--- src/rtl/calc_disp_pkg.sv ---
// Shared definitions for the calculator port dispatcher: routing modes,
// response codes and default sizing.
package calc_disp_pkg;

    localparam int ENV_CMD_SIZE   = 8;
    localparam int ENV_DATA_SIZE  = 16;
    localparam int DEF_NUM_PORTS  = 4;
    localparam int DEF_TAG_W      = 2;
    localparam int DEF_FIFO_DEPTH = 4;

    typedef enum logic [1:0] {
        BROADCAST   = 2'd0,
        SINGLE      = 2'd1,
        ROUND_ROBIN = 2'd2,
        MODE_RSVD   = 2'd3
    } route_mode_e;

    // Any nonzero response code marks a completion of the tagged request
    localparam logic [1:0] RESP_NONE  = 2'd0;
    localparam logic [1:0] RESP_OK    = 2'd1;
    localparam logic [1:0] RESP_ERR   = 2'd2;
    localparam logic [1:0] RESP_RETRY = 2'd3;

    // The reserved mode code routes exactly like SINGLE
    function automatic route_mode_e effective_mode(input logic [1:0] raw);
        if (raw == 2'd3) begin
            return SINGLE;
        end
        return route_mode_e'(raw);
    endfunction

endpackage

--- src/rtl/calc_cmd_fifo.sv ---
// Synchronous command buffer with full/empty flags; pushes while full and
// pops while empty are ignored.
module calc_cmd_fifo
#(
    parameter int WIDTH = 8,
    parameter int DEPTH = 4
)
(
    input  logic             clk,
    input  logic             reset,
    input  logic             push,
    input  logic             pop,
    input  logic [WIDTH-1:0] wdata,
    output logic [WIDTH-1:0] rdata,
    output logic             full,
    output logic             empty
);

    localparam int AW = $clog2(DEPTH);

    logic [WIDTH-1:0] mem [DEPTH];
    logic [AW:0]      wr_ptr;
    logic [AW:0]      rd_ptr;
    logic             do_push;
    logic             do_pop;

    assign do_push = push && !full;
    assign do_pop  = pop && !empty;
    assign empty   = (wr_ptr == rd_ptr);
    assign full    = (wr_ptr[AW] != rd_ptr[AW]) && (wr_ptr[AW-1:0] == rd_ptr[AW-1:0]);
    assign rdata   = mem[rd_ptr[AW-1:0]];

    // Pointer update; the extra wrap bit distinguishes full from empty
    always_ff @(posedge clk) begin
        if (!reset) begin
            wr_ptr <= '0;
            rd_ptr <= '0;
        end else begin
            if (do_push) wr_ptr <= wr_ptr + 1'b1;
            if (do_pop)  rd_ptr <= rd_ptr + 1'b1;
        end
    end

    // Storage array, written only on an accepted push
    always_ff @(posedge clk) begin
        if (do_push) mem[wr_ptr[AW-1:0]] <= wdata;
    end

endmodule

--- src/rtl/calc_port_dispatcher.sv ---
// Routes buffered calculator commands to DUT ports, allocating per-port tags
// and retiring them on completion responses.
module calc_port_dispatcher
    import calc_disp_pkg::*;
#(
    parameter int NUM_PORTS  = DEF_NUM_PORTS,
    parameter int CMD_W      = ENV_CMD_SIZE,
    parameter int DATA_W     = ENV_DATA_SIZE,
    parameter int TAG_W      = DEF_TAG_W,
    parameter int FIFO_DEPTH = DEF_FIFO_DEPTH,
    localparam int PORT_W    = $clog2(NUM_PORTS),
    localparam int NTAGS     = 1 << TAG_W,
    localparam int OUT_W     = $clog2(NUM_PORTS * NTAGS) + 1
)
(
    input  logic                        PClk,
    input  logic                        reset,
    input  logic                        in_valid,
    output logic                        in_ready,
    input  logic [CMD_W-1:0]            in_cmd,
    input  logic [DATA_W-1:0]           in_data,
    input  logic [1:0]                  in_mode,
    input  logic [PORT_W-1:0]           in_port,
    output logic [NUM_PORTS*CMD_W-1:0]  req_cmd,
    output logic [NUM_PORTS*DATA_W-1:0] req_data,
    output logic [NUM_PORTS*TAG_W-1:0]  req_tag,
    input  logic [NUM_PORTS*2-1:0]      out_resp,
    input  logic [NUM_PORTS*TAG_W-1:0]  out_tag,
    output logic [OUT_W-1:0]            outstanding,
    output logic                        err_spurious
);

    localparam int ENTRY_W = CMD_W + DATA_W + 2 + PORT_W;

    logic [NUM_PORTS-1:0][NTAGS-1:0] busy;
    logic [NUM_PORTS-1:0][NTAGS-1:0] busy_next;
    logic [PORT_W-1:0]               rr_ptr;
    logic                            ready_en;
    logic                            fifo_full;
    logic                            fifo_empty;
    logic                            push_en;
    logic [ENTRY_W-1:0]              head_entry;
    logic [1:0]                      head_mode_raw;
    logic [PORT_W-1:0]               head_port;
    logic [CMD_W-1:0]                head_cmd;
    logic [DATA_W-1:0]               head_data;
    route_mode_e                     head_mode;
    logic [PORT_W-1:0]               target_port;
    logic                            broadcast;
    logic [NTAGS-1:0]                pick_free;
    logic [TAG_W-1:0]                alloc_tag;
    logic                            can_dispatch;
    logic                            spurious_hit;
    logic [NUM_PORTS*CMD_W-1:0]      req_cmd_next;
    logic [NUM_PORTS*DATA_W-1:0]     req_data_next;
    logic [NUM_PORTS*TAG_W-1:0]      req_tag_next;
    logic [OUT_W-1:0]                outstanding_next;

    // Zero commands are swallowed at the input and never occupy a slot
    assign in_ready = ready_en && !fifo_full;
    assign push_en  = in_valid && in_ready && (in_cmd != '0);

    calc_cmd_fifo #(
        .WIDTH (ENTRY_W),
        .DEPTH (FIFO_DEPTH)
    ) u_fifo (
        .clk   (PClk),
        .reset (reset),
        .push  (push_en),
        .pop   (can_dispatch),
        .wdata ({in_mode, in_port, in_cmd, in_data}),
        .rdata (head_entry),
        .full  (fifo_full),
        .empty (fifo_empty)
    );

    assign {head_mode_raw, head_port, head_cmd, head_data} = head_entry;
    assign head_mode = effective_mode(head_mode_raw);

    // Pick the head's target and the lowest tag it can use; out-of-range
    // port numbers fold onto the last port
    always_comb begin
        target_port = '0;
        broadcast   = 1'b0;
        alloc_tag   = '0;
        pick_free   = '1;
        case (head_mode)
            BROADCAST:   broadcast   = 1'b1;
            ROUND_ROBIN: target_port = rr_ptr;
            default:     target_port = (head_port > PORT_W'(NUM_PORTS - 1)) ?
                                       PORT_W'(NUM_PORTS - 1) : head_port;
        endcase
        if (broadcast) begin
            for (int p = 0; p < NUM_PORTS; p++) begin
                pick_free = pick_free & ~busy[p];
            end
        end else begin
            pick_free = ~busy[target_port];
        end
        for (int t = NTAGS - 1; t >= 0; t--) begin
            if (pick_free[t]) alloc_tag = TAG_W'(t);
        end
        can_dispatch = !fifo_empty && (|pick_free);
    end

    // Retire completions, claim the dispatched tag and form the request drive
    always_comb begin
        busy_next        = busy;
        spurious_hit     = 1'b0;
        req_cmd_next     = '0;
        req_data_next    = '0;
        req_tag_next     = '0;
        outstanding_next = '0;
        for (int p = 0; p < NUM_PORTS; p++) begin
            if (out_resp[p*2 +: 2] != RESP_NONE) begin
                if (busy[p][out_tag[p*TAG_W +: TAG_W]]) begin
                    busy_next[p][out_tag[p*TAG_W +: TAG_W]] = 1'b0;
                end else begin
                    spurious_hit = 1'b1;
                end
            end
        end
        if (can_dispatch) begin
            for (int p = 0; p < NUM_PORTS; p++) begin
                if (broadcast || (target_port == PORT_W'(p))) begin
                    busy_next[p][alloc_tag]           = 1'b1;
                    req_cmd_next[p*CMD_W +: CMD_W]    = head_cmd;
                    req_data_next[p*DATA_W +: DATA_W] = head_data;
                    req_tag_next[p*TAG_W +: TAG_W]    = alloc_tag;
                end
            end
        end
        for (int p = 0; p < NUM_PORTS; p++) begin
            for (int t = 0; t < NTAGS; t++) begin
                outstanding_next = outstanding_next + OUT_W'(busy_next[p][t]);
            end
        end
    end

    // Tag state, round-robin pointer and registered outputs
    always_ff @(posedge PClk) begin
        if (!reset) begin
            busy         <= '0;
            rr_ptr       <= '0;
            req_cmd      <= '0;
            req_data     <= '0;
            req_tag      <= '0;
            outstanding  <= '0;
            err_spurious <= 1'b0;
            ready_en     <= 1'b0;
        end else begin
            busy        <= busy_next;
            req_cmd     <= req_cmd_next;
            req_data    <= req_data_next;
            req_tag     <= req_tag_next;
            outstanding <= outstanding_next;
            ready_en    <= 1'b1;
            if (spurious_hit) err_spurious <= 1'b1;
            if (can_dispatch && (head_mode == ROUND_ROBIN)) begin
                rr_ptr <= (rr_ptr == PORT_W'(NUM_PORTS - 1)) ? '0 : rr_ptr + PORT_W'(1);
            end
        end
    end

endmodule
--- config.mk ---
export PLATFORM = sky130hd
export DESIGN_NAME = calc_port_dispatcher
export DESIGN_NICKNAME = d
export VERILOG_FILES = /design/src/rtl/calc_disp_pkg.sv /design/src/rtl/calc_cmd_fifo.sv /design/src/rtl/calc_port_dispatcher.sv
export SDC_FILE = /design/constraint.sdc
export NUM_CORES = 1
export LEC_CHECK = 0
export CAP_MARGIN = 20
export CORE_MARGIN = 3
export CORE_UTILIZATION = 30
export CTS_CLUSTER_SIZE = 14
export DETAILED_ROUTE_END_ITERATION = 10
export PLACE_DENSITY = 0.55
export RECOVER_POWER = 50
export SYNTH_ARGS = -nofsm -noshare
export SYNTH_HDL_FRONTEND = slang
export SYNTH_SLANG_ARGS = --single-unit
--- constraint.sdc ---
create_clock -name PClk -period 5 [get_ports PClk]
set_input_delay 1.5 -clock PClk [delete_from_list [all_inputs] [get_ports PClk]]
set_output_delay 1.5 -clock PClk [all_outputs]
set_load 0.02 [all_outputs]
==> impl_summary.txt <==
----------------------------------------------------
[Run status]
  Status ... complete, but fails checks
  Violated checks ... negative setup slack

[Worst setup path]
  Number of cells on the worst reg-to-reg path ... 16
  Path type of the worst setup path ... reg -> reg
  Worst path arrival time ... approximately 6000 ps
  Max FO, Critical Path ... 7
  Critical Path Sink Type ... register
  Setup crit start kind ... register
  Worst EP required ... 5430 ps

[Final layout]
  Final layout net count ... 921
  Growth of design area from synthesis to finish ... 39.1%
  Area of combinational cells with multiple inputs ... 0.00303 sq mm
  Ant diodes ... 0
  Final non-filler cell area ... 0.0127 sq mm
  Area taken by flip-flops and latches ... 0.00611 sq mm
  Cell Count, Final, Fillers Out ... 1263
  Fraction of layout instances using a drive strength above 1 ... between 20% and 30%
  Filler Cells Inserted ... about 2700

[Clocking]
  Clk root buf ... sky130_fd_sc_hd__clkbuf_16
  Buffer levels on the longest clock path ... 3
  TritonCTS Buffers ... 26
  Clock transition at the registers of the reported paths ... 60 ps
  Hold-fix buffers at CTS ... 0
  TritonCTS sink count ... 249
  Worst-skew pair later-pin latency ... 540 ps
  CTS tree ... done
  H-tree level count ... 1

[Synthesis]
  Number of synthesized flops with an enable pin ... between 100 and 150
  Largest cells by area after synthesis ... sky130_fd_sc_hd__edfxtp_1, sky130_fd_sc_hd__dfxtp_1, sky130_fd_sc_hd__mux4_2
  Portion of synthesized cell area occupied by the leading cell type ... 36.8%
  Average size of a mapped cell ... ~15 sq um
  Post-synthesis async set-or-reset flop share ... 0%
  Register area share after synthesis ... about two thirds
  Prevailing post-synth register cell ... sky130_fd_sc_hd__dfxtp_1
  Total number of yosys warnings ... 0
  Unique cell type count in the Yosys netlist ... 55
  Post-Synthesis Net Count ... 685
  Synthesized flop and latch total ... around 250
  Instance count of the mapped netlist ... 617
  Synth cell count leaders ... sky130_fd_sc_hd__dfxtp_1, sky130_fd_sc_hd__and2_1, sky130_fd_sc_hd__edfxtp_1
  Area of the mapped netlist ... 0.00914 sq mm
  Leading cell type by number of instances after synthesis ... sky130_fd_sc_hd__dfxtp_1
  Library cell with the largest summed area after synthesis ... sky130_fd_sc_hd__edfxtp_1

[Floorplan]
  Std-Cell Core Area ... 0.0299 sq mm
  Top-level port count ... ~160
  Number of standard-cell rows in the floorplan ... 63
  Die Span X ... between 150 and 200 microns
  Vertical die dimension ... 181 microns
  Starting utilization of the core area ... 30.6%
  Floorplan die area ... 0.0326 sq mm

[STA]
  Final worst path period share ... 108%
  Worst-margin pin slew ... 973 ps
  Worst path setup slack after routing ... -413 ps
  Setup total negative slack ... -1570 ps
  Final Critical Period ... 5410 ps
  Hold slack ... 500 ps
  Total count of max-transition violations in the final report ... 0
  Post-route clock skew ... about 10 ps
  Fmax ... around 180 MHz
  Relative slew slack ... 34.9%
  Unrepaired setup endpoints after global routing ... yes
  Final setup viols ... 5
  Number of hold-slack violations in the final timing report ... 0

[Placement]
  Final HPWL from detailed placement ... 15300 microns
  Final weighted congestion in routability-driven placement ... between 0.8 and 0.9
  Placed cell count ... 1210
  Cell area reported after detailed placement ... 0.0117 sq mm
  Port Buf Inserts ... 157

[Global routing]
  Via count of the first global-routing pass ... 5772
  Wire length of the first global-routing pass ... between 30000 and 40000 microns
  Number of antenna violations at the first check in global routing ... 4
  Global router's overall resource usage ... 13.2%
  Pin count of the biggest net entering global routing ... 30
  Total global routing overflow ... 0

[Power]
  Leakage dissipation ... 4.66 nW
  Power per Cell Area ... 553 mW/mm^2
  Worst-case vdd ir drop ... 318 uV
  Total power ... ~7 mW

[Detailed routing]
  Detailed-route wire length ... 21700 microns
  Wirelength per Cell ... 17.2 microns
  ANT nets after route ... 0
  DRC violation count after routing ... 0
  Drt initial violations ... 264
  DRT Pass-1 Iters ... 4
  Number of vias in the routed layout ... 5597
  Via count normalized by instance count ... 4.43

[Worst hold path]
  Number of cells traversed by the worst hold path ... 2
  Path category of the worst min-delay check ... reg -> reg

[Job]
  Max-capacitance violation count ... 0

----------------------------------------------------
routing by layer:
layer	track usage [%]	wire (microns)
met4	3.16	399
met5	0	55
met2	22.7	10900
met3	2.91	1230
met1	17.1	9190
layout make-up:
cell class                      count  share of cell area, %
Timing Repair Buffer              228                   16.6
Clock inverter                     10                   1.09
Tap cell                          390                   3.84
Inverter                           20                  0.590
Sequential cell                   249                   48.0
Clock buffer                       38                   6.05
Multi-Input combinational cell    328                   23.8
critical path, stage by stage (launching register included):
cell                       delay (ps)
sky130_fd_sc_hd__dfxtp_4          370
sky130_fd_sc_hd__mux4_2           560
sky130_fd_sc_hd__a221oi_4         340
sky130_fd_sc_hd__nor2_8            90
sky130_fd_sc_hd__mux2_4           330
sky130_fd_sc_hd__a221oi_4         350
sky130_fd_sc_hd__nand2b_4         170
sky130_fd_sc_hd__nor3_4           220
sky130_fd_sc_hd__nor2_2            60
sky130_fd_sc_hd__fa_1             520
sky130_fd_sc_hd__fa_1             470
sky130_fd_sc_hd__fa_2             560
sky130_fd_sc_hd__inv_2             40
sky130_fd_sc_hd__fa_1             510
sky130_fd_sc_hd__ha_4             150
sky130_fd_sc_hd__fa_2             420
sky130_fd_sc_hd__and2_1           160
where the power goes:
| part | internal (mW) | switching (mW) |
|---|---|---|
| clock network | 1.18 | 0.789 |
| logic | 1.25 | 1.35 |
| registers | 2.37 | 0.105 |
placed cells by master (no fill, tap or decap), types with 3 or more instances in the layout:
| cell type | synthesis | routed |
|---|---|---|
| sky130_fd_sc_hd__a21oi_1 | 8 | 6 |
| sky130_fd_sc_hd__a221oi_4 | 1 | 3 |
| sky130_fd_sc_hd__and2_1 | 112 | 107 |
| sky130_fd_sc_hd__and2_2 | 0 | 4 |
| sky130_fd_sc_hd__buf_4 | 4 | 70 |
| sky130_fd_sc_hd__clkbuf_1 | 7 | 4 |
| sky130_fd_sc_hd__clkbuf_16 | 0 | 27 |
| sky130_fd_sc_hd__clkbuf_8 | 0 | 5 |
| sky130_fd_sc_hd__clkdlybuf4s50_1 | 0 | 128 |
| sky130_fd_sc_hd__clkinvlp_4 | 0 | 3 |
| sky130_fd_sc_hd__dfxtp_1 | 137 | 135 |
| sky130_fd_sc_hd__dlygate4sd3_1 | 0 | 29 |
| sky130_fd_sc_hd__edfxtp_1 | 112 | 112 |
| sky130_fd_sc_hd__fa_1 | 10 | 8 |
| sky130_fd_sc_hd__ha_1 | 11 | 10 |
| sky130_fd_sc_hd__inv_1 | 20 | 19 |
| sky130_fd_sc_hd__mux2_2 | 3 | 3 |
| sky130_fd_sc_hd__mux2i_1 | 6 | 6 |
| sky130_fd_sc_hd__mux4_2 | 32 | 32 |
| sky130_fd_sc_hd__nand2_1 | 11 | 11 |
| sky130_fd_sc_hd__nor2_1 | 36 | 35 |
| sky130_fd_sc_hd__nor3_1 | 6 | 4 |
| sky130_fd_sc_hd__nor3_2 | 3 | 3 |
| sky130_fd_sc_hd__nor3_4 | 1 | 3 |
| sky130_fd_sc_hd__nor4_1 | 6 | 5 |
| sky130_fd_sc_hd__o21a_1 | 8 | 8 |
| sky130_fd_sc_hd__o21ai_0 | 16 | 13 |
| sky130_fd_sc_hd__o22ai_1 | 5 | 5 |
| sky130_fd_sc_hd__o31ai_1 | 5 | 3 |
| sky130_fd_sc_hd__or3_1 | 7 | 7 |
| sky130_fd_sc_hd__xnor2_1 | 4 | 3 |
| sky130_fd_sc_hd__xor2_1 | 4 | 4 |
through the flow:
stage	utilization, %	worst slack (ps)
floorplan	-	-177
global placement	39.1	-540
detailed placement	39.1	-559
CTS	42.3	-384
global route	42.6	-603
finish	42.6	-413
state kept, by name (all words and copies together), names as in the netlist, 2 cells and up, named ones only:
name and cells:
u_fifo.mem 112, u_fifo.wr_ptr 3, rr_ptr 2, u_fifo.rd_ptr 3, req_data 64, req_tag 8, req_cmd 32, busy 16
outstanding 5
cells by family (layout without fill, tap and decap cells):
logic type / after synthesis / after routing / synth area share [%]
xor gates and xnor gates: 8 / 8 / 0.766
adders and majority gates: 21 / 21 / 3.69
DFF: 249 / 249 / 66.8
and+or+nand+nor: 197 / 197 / 12.7
AOI/OAI and AO/OA: 59 / 59 / 4.93
muxes: 43 / 43 / 9.20
buffers and inverters: 40 / 296 / 1.98
final timing paths:
path,end,startpoint,slack [ps]
max,outstanding[1],register,-410
min,u_fifo.rd_ptr[2],u_fifo.rd_ptr[2],500
max reg2reg,outstanding[1],register,-410
min reg2reg,u_fifo.rd_ptr[2],u_fifo.rd_ptr[2],500
repair_timing:
action	4_1_cts	5_1_grt
endpoints found under the setup margin	5	5
resized for setup	12	11
setup buffers	1	4
gates cloned	0	0
pin swaps	9	6
Power figures use the tool's default switching activity.
